$ cat config.mk
export PLATFORM = sky130hd
export DESIGN_NAME = wb_arbiter2
export DESIGN_NICKNAME = d
export VERILOG_FILES = /design/src/rtl/wb_arbiter2.sv
export SDC_FILE = /design/constraint.sdc
export NUM_CORES = 1
export LEC_CHECK = 0
export ABC_AREA = 1
export CORE_AREA = 2 2 102 104
export DETAILED_ROUTE_END_ITERATION = 10
export DIE_AREA = 0 0 104 106
export DONT_BUFFER_PORTS = 1
export PLACE_DENSITY = 0.3
export SYNTH_ARGS = -nofsm -noshare
export SYNTH_HDL_FRONTEND = slang
export SYNTH_SLANG_ARGS = --single-unit
$ cat constraint.sdc
create_clock -name clk -period 5.95 [get_ports clk]
set_input_delay 1.785 -clock clk [delete_from_list [all_inputs] [get_ports clk]]
set_output_delay 1.785 -clock clk [all_outputs]
set_load 0.02 [all_outputs]
$ cat src/rtl/wb_arbiter2.sv
// Two-master round-robin Wishbone classic arbiter.
// A watchdog aborts strobes that stall without an ACK.
module wb_arbiter2 #(
  parameter int ADR_W   = 14,
  parameter int DAT_W   = 32,
  parameter int SEL_W   = 4,
  parameter int TIMEOUT = 255,
  parameter int TO_W    = 8
) (
  input  logic             clk,
  input  logic             rst_n,
  input  logic             m0_cyc,
  input  logic             m0_stb,
  input  logic             m0_we,
  input  logic [ADR_W-1:0] m0_adr,
  input  logic [DAT_W-1:0] m0_dat_mosi,
  input  logic [SEL_W-1:0] m0_sel,
  output logic [DAT_W-1:0] m0_dat_miso,
  output logic             m0_ack,
  output logic             m0_err,
  input  logic             m1_cyc,
  input  logic             m1_stb,
  input  logic             m1_we,
  input  logic [ADR_W-1:0] m1_adr,
  input  logic [DAT_W-1:0] m1_dat_mosi,
  input  logic [SEL_W-1:0] m1_sel,
  output logic [DAT_W-1:0] m1_dat_miso,
  output logic             m1_ack,
  output logic             m1_err,
  output logic             s_cyc,
  output logic             s_stb,
  output logic             s_we,
  output logic [ADR_W-1:0] s_adr,
  output logic [DAT_W-1:0] s_dat_mosi,
  output logic [SEL_W-1:0] s_sel,
  input  logic [DAT_W-1:0] s_dat_miso,
  input  logic             s_ack,
  output logic [1:0]       gnt,
  output logic             timeout_flag,
  input  logic             timeout_clr
);

  // Encoding doubles as the one-hot grant.
  typedef enum logic [1:0] {
    IDLE = 2'b00,
    G0   = 2'b01,
    G1   = 2'b10
  } state_t;

  state_t r_state;
  state_t w_next;
  logic   r_last;
  logic   r_flag;
  logic [TO_W-1:0] r_cnt;

  logic w_g0;
  logic w_g1;
  logic w_stb_raw;
  logic w_abort;
  logic w_chg;

  assign w_g0 = (r_state == G0);
  assign w_g1 = (r_state == G1);
  assign w_chg = (w_next != r_state);

  always_comb begin
    w_next = r_state;
    unique case (r_state)
      IDLE: begin
        if (m0_cyc && (!m1_cyc || r_last))
          w_next = G0;
        else if (m1_cyc)
          w_next = G1;
      end
      G0: begin
        if (!m0_cyc)
          w_next = m1_cyc ? G1 : IDLE;
      end
      G1: begin
        if (!m1_cyc)
          w_next = m0_cyc ? G0 : IDLE;
      end
      default: w_next = IDLE;
    endcase
  end

  always_ff @(posedge clk or negedge rst_n) begin
    if (!rst_n) begin
      r_state <= IDLE;
      r_last  <= 1'b1;
    end else begin
      r_state <= w_next;
      if (w_chg && w_next == G0)
        r_last <= 1'b0;
      else if (w_chg && w_next == G1)
        r_last <= 1'b1;
    end
  end

  assign gnt = r_state;

  assign w_stb_raw = (w_g0 & m0_stb)
                   | (w_g1 & m1_stb);

  // Same-cycle ACK beats expiry.
  assign w_abort = (TIMEOUT != 0)
                 && w_stb_raw
                 && !s_ack
                 && (r_cnt == TO_W'(TIMEOUT));

  assign s_cyc = (w_g0 & m0_cyc)
               | (w_g1 & m1_cyc);
  assign s_stb = w_stb_raw & ~w_abort;

  always_comb begin
    s_we       = 1'b0;
    s_adr      = '0;
    s_dat_mosi = '0;
    s_sel      = '0;
    unique case (1'b1)
      w_g0: begin
        s_we       = m0_we;
        s_adr      = m0_adr;
        s_dat_mosi = m0_dat_mosi;
        s_sel      = m0_sel;
      end
      w_g1: begin
        s_we       = m1_we;
        s_adr      = m1_adr;
        s_dat_mosi = m1_dat_mosi;
        s_sel      = m1_sel;
      end
      default: ;
    endcase
  end

  assign m0_dat_miso = s_dat_miso;
  assign m1_dat_miso = s_dat_miso;
  assign m0_ack = s_ack & s_stb & w_g0;
  assign m1_ack = s_ack & s_stb & w_g1;
  assign m0_err = w_abort & w_g0;
  assign m1_err = w_abort & w_g1;

  always_ff @(posedge clk or negedge rst_n) begin
    if (!rst_n)
      r_cnt <= '0;
    else if (w_chg || !s_stb || s_ack)
      r_cnt <= '0;
    else
      r_cnt <= r_cnt + 1'b1;
  end

  always_ff @(posedge clk or negedge rst_n) begin
    if (!rst_n)
      r_flag <= 1'b0;
    else if (w_abort)
      r_flag <= 1'b1;
    else if (timeout_clr)
      r_flag <= 1'b0;
  end

  assign timeout_flag = r_flag;

endmodule

==> impl_metrics.toml, run 1 <==
[run_status]
status = "complete, no violations"

[detailed_routing]
detail_route.wl_per_cell_um = 16.90
via_per_inst = 4.415
ant_nets = 0
drt_pass1_iterations = 4
routed_wl_mm = 6.794
vias = 1775
post-route-drc-count = 0
drtIter0Drc = 70

[timing]
finalCritPeriodShare_pct = 76.57
setup_viol = 0
rsz0062_at_grt = "false"
fmax_ghz = 0.2195
fin_ws_ps = 1394
tightestPinTransition_ps = 625.2
period_needed_ps = 4556
hold_violations = 0
setup_tns_ps = 0
slew_headroom_pct = 58.06
clock_skew_ps = 2.151
slew_viol_final = 0

[global_routing]
grt.met2_usage_pct = 19.45
grt_max_degree = 36
busiest_layer = "met2"
grt_use_total_pct = 11.39
use_met3_pct = 4.047
gr-total-overflow = 0
grt_pass1_wl_mm = 9.729
globalRouteMet1Util_pct = 13.72
grt_pass1_vias = 1724
antenna_found_initial = 0

[place]
dp_cells = 398
dpl.hpwl_mm = 5.501
port_buffers = 0
dp_worst_setup_slack_ps = 1500
placed_area_mm2 = 0.001622
gp_congestion = 0.7518

[synth]
ys.flop_type = "dfrtp_1"
syn-cell-area_mm2 = 0.001983
synth_cell_types = 23
synth_edf_count = 0
synth_area_leader_cell = "buf_4"
synth_top_cells_by_area = "buf_4, nand2_1, dfrtp_1"
syn_avg_cell_area_um2 = 5.833
synth_top_area_share_pct = 24.23
synth_cells = 340
synth_warnings = 0
syn_nets = 487
yosysSeqAreaShare_pct = 15.21
ys_ff_latch = 12
async_flop_share_pct = 100.0

[cells_and_area]
antennaDiodeCount = 0
drive_gt1_share_pct = 5.263
final_nets = 414
most-common-layout-cells = "nand2_1, a21oi_1, inv_1"
final_cell_area_mm2 = 0.001667
stdcell_count = 402
mostFrequentLayoutCell = "nand2_1"
syn_to_final_growth_pct = -15.96

[clock_network]
cts_hold_buf = 0
ctsResizeCount = 0
clk_latency_ps = 240
postCtsSetupRepairBufs = 0
numCtsBuffers = 3
clkSlewWorstSetupHoldPaths_ps = 50
tritoncts = "done"
clock_path_buffers = 2
root_buffer = "clkbuf_8"
cts_sinks = 12
htree_levels = 1

[critical_path]
critPathRequiredTime_ps = 4160
crit_type = "register to output port"
crit_fanout = 33
cp-end-kind = "output port"
cp.arrival_ps = 2770
crit_path_start_kind = "register"

[floorplanning]
placeableCoreArea_mm2 = 0.01000
io_pins = 266
initial_core_util_pct = 19.83
die_height_um = 106
rows = 37
die_w_um = 104
dieArea_mm2 = 0.01102

[job]
drv_cap = 0

[power_and_ir_drop]
p_leak_nw = 0.6099
powerDensity_mw_per_mm2 = 499.7
peakVddDrop_uv = 269.2
p_total_mw = 0.8328

[min_path]
min_path_type = "register to register"
[worst max-delay path: stages (launching register included)]
cell,delay [ps]
dfrtp_1,590
inv_1,170
ha_1,310
clkinv_1,490
buf_4,470
a21oi_1,480
[path summary, 6_finish.rpt]
check | from | end | slack [ps] | depth (start not counted)
worst max-delay path | gnt[1] | s_adr[2] | 1390 | 5
worst min-delay path | r_cnt[0] | r_cnt[0] | 460 | 1
worst max register to register | gnt[1] | r_cnt[2] | 3210 | 11
worst min register to register | r_cnt[0] | r_cnt[0] | 460 | 1
max in group asynchronous | rst_n | r_last | 4550 | 0
min in group asynchronous | rst_n | r_cnt[6] | 1230 | 0
[state kept, by name, indices dropped and copies added (netlist names)]
signal / cells
gnt: 2
timeout_flag: 1
r_last: 1
r_cnt: 8
[routing by layer]
metal | wire length [µm] | share of wire, %
met1 | 2835 | 42
met2 | 3260 | 48
met3 | 643 | 9.5
met4 | 55 | 0.81
met5 | 0 | 0
[Yosys cell counts, types with 2 or more instances]
master	count
inv_1	21
xnor2_1	3
nor3_1	2
o211ai_1	2
buf_4	64
dfrtp_1	11
a21oi_1	52
buf_6	2
xor2_1	3
nand2_1	124
nand2_2	3
ha_1	5
and3_1	2
nand3_1	5
nor2_1	19
clkbuf_1	15
[area by class of cell]
type / count / area (µm²)
fill: 1208 / 8333
multi-input combinational: 225 / 1045
sequential: 12 / 301.5
tap: 136 / 170.2
inverter: 22 / 82.58
clock buffer: 4 / 45.04
timing repair buffer: 3 / 22.52
[stage by stage]
stage,hold slack (ps),util (%)
after floorplan,423.3,-
after global placement,454.8,16.22
after detailed placement,456.4,16.22
after CTS,463.6,16.67
after global routing,503.0,16.67
final,459.3,16.67
[logic make-up (layout without fill, tap and decap cells)]
family / Yosys count / in the layout / share of synthesized area [%]
AO/OA/AOI/OAI: 56 / 56 / 14.45
XOR/XNOR: 6 / 6 / 2.650
buffers and inverters: 103 / 29 / 32.37
AND/OR/NAND/NOR: 158 / 158 / 32.18
flip-flops: 12 / 12 / 15.21
adder cells (fa/ha/maj): 5 / 5 / 3.155
[where the power goes]
group          switching (mW)  internal (mW)
sequential             0.0226         0.0946
combinational           0.515          0.122
clock                  0.0314         0.0473
total                   0.569          0.264
No activity file was read; power rests on OpenSTA's default activity.
==> inputs of run 2 (changes only) <==
clock period = 4.7 ns   (was 5.95 ns; I/O delays follow)
==> impl_metrics.toml, run 2 (synthesized netlist as in run 1, its figures left out) <==
[clock_network]
clk_latency_ps = 240
clock_path_buffers = 2
tritoncts = "done"
root_buffer = "clkbuf_8"
cts_hold_buf = 0
numCtsBuffers = 3
htree_levels = 1
postCtsSetupRepairBufs = 0
ctsResizeCount = 0
cts_sinks = 12
clkSlewWorstSetupHoldPaths_ps = 60

[cells_and_area]
syn_to_final_growth_pct = -14.70
mostFrequentLayoutCell = "nand2_1"
final_core_utilization_pct = 16.92
largest_register = "r_cnt"
antennaDiodeCount = 0
drive_gt1_share_pct = 6.343
nFillCells = 1194
stdcell_count = 404
final_cell_area_mm2 = 0.001692
largest_register_ffs = 8
most-common-layout-cells = "nand2_1, a21oi_1, inv_1"
final_nets = 416

[timing]
setup_viol = 0
tightestPinTransition_ps = 611.1
slew_viol_final = 0
slew_headroom_pct = 59.39
hold_violations = 0
finalCritPeriodShare_pct = 84.61
fmax_ghz = 0.2515
rsz0062_at_grt = "false"
period_needed_ps = 3977
clock_skew_ps = 1.713
setup_tns_ps = 0

[global_routing]
gr-total-overflow = 0
grt_pass1_vias = 1625
busiest_layer = "met2"
grt.met2_usage_pct = 17.53
grt_pass1_wl_mm = 9.370
use_met3_pct = 3.556
grt_use_total_pct = 11.02
grt_max_degree = 30
globalRouteMet1Util_pct = 14.50
antenna_found_initial = 0

[place]
placed_area_mm2 = 0.001637
dpl.hpwl_mm = 5.402
gp_congestion = 0.7236
dp_cells = 400
port_buffers = 0

[power_and_ir_drop]
peakVddDrop_uv = 174.1
p_total_mw = 1.081
powerDensity_mw_per_mm2 = 639.2
p_leak_nw = 0.6258

[floorplanning]
die_height_um = 106
rows = 37
placeableCoreArea_mm2 = 0.01000
initial_core_util_pct = 19.83
io_pins = 266
die_w_um = 104
dieArea_mm2 = 0.01102

[min_path]
min_path_type = "register to register"

[critical_path]
crit_path_start_kind = "register"
crit_fanout = 26
cp-end-kind = "output port"
critPathSlowestCell = "ha_2"
cpMostUsedCell = "inv_1"
cpPeakStageDelay_ps = 550
cp.arrival_ps = 2570
crit_type = "register to output port"
cp_cell_sequence = "inv_1 -> ha_2 -> inv_1 -> o22ai_1 -> inv_1 -> nor3_2 -> inv_1 -> nor2_1"
critPathRequiredTime_ps = 3290
crit_family = "adder cells"
path_buf_inv = 4

[run_status]
status = "complete, no violations"

[detailed_routing]
post-route-drc-count = 0
via_per_inst = 4.327
vias = 1748
drtIter0Drc = 59
detail_route.wl_per_cell_um = 16.25
routed_wl_mm = 6.565
drt_pass1_iterations = 4
ant_nets = 0

[job]
drv_cap = 0
run 2: per-layer routing:
layer  part of all wire, %  up-vias  wire length [µm]
met5                     0        -                 0
met4                  0.76        0                50
met3                   9.6        8               631
met2                    46      138              3041
met1                    43      751              2841
li1                      -      851                 -
run 2: path summary, 6_finish.rpt:
| kind | from | endpoint | slack (ps) | cells after the start |
|---|---|---|---|---|
| setup / recovery | gnt[1] | m0_err | 720 | 8 |
| setup reg to reg | gnt[1] | r_cnt[7] | 2390 | 11 |
| min in group asynchronous | rst_n | r_cnt[1] | 860 | 0 |
| hold reg to reg | r_cnt[0] | r_cnt[0] | 470 | 1 |
| hold / removal | r_cnt[0] | r_cnt[0] | 470 | 1 |
| max in group asynchronous | rst_n | r_last | 3670 | 0 |
run 2: per-stage QoR:
stage                     worst slack (ps)  hold slack (ps)
after detailed placement             931.5            462.1
after global placement                1009            457.5
after CTS                            671.7            470.0
final                                723.3            472.6
after global routing                 467.7            518.9
after floorplan                       1091            423.3
run 2: final cells by class:
type | count | area [µm²] | share of cell area, %
multi-input combinational | 225 | 1045 | 61.76
sequential | 12 | 301.5 | 17.83
tap | 136 | 170.2 | 10.06
inverter | 22 | 82.58 | 4.882
clock buffer | 4 | 55.05 | 3.254
timing repair buffer | 5 | 37.54 | 2.219
run 2: power breakdown:
part	total, mW	switching (mW)	internal (mW)
registers	0.149	0.0293	0.120
clock network	0.115	0.0405	0.0741
logic	0.818	0.650	0.168
run 2: worst reg2reg max path: stages, from the launching register on:
cell and delay (ps):
dfrtp_1 530, inv_1 190, ha_2 550, nand2_1 140, nand2_2 160, nand2_1 90
nand3_1 120, nand2_1 80, nand2_1 60, nand2_1 80, nand3_4 140, nor2_1 60
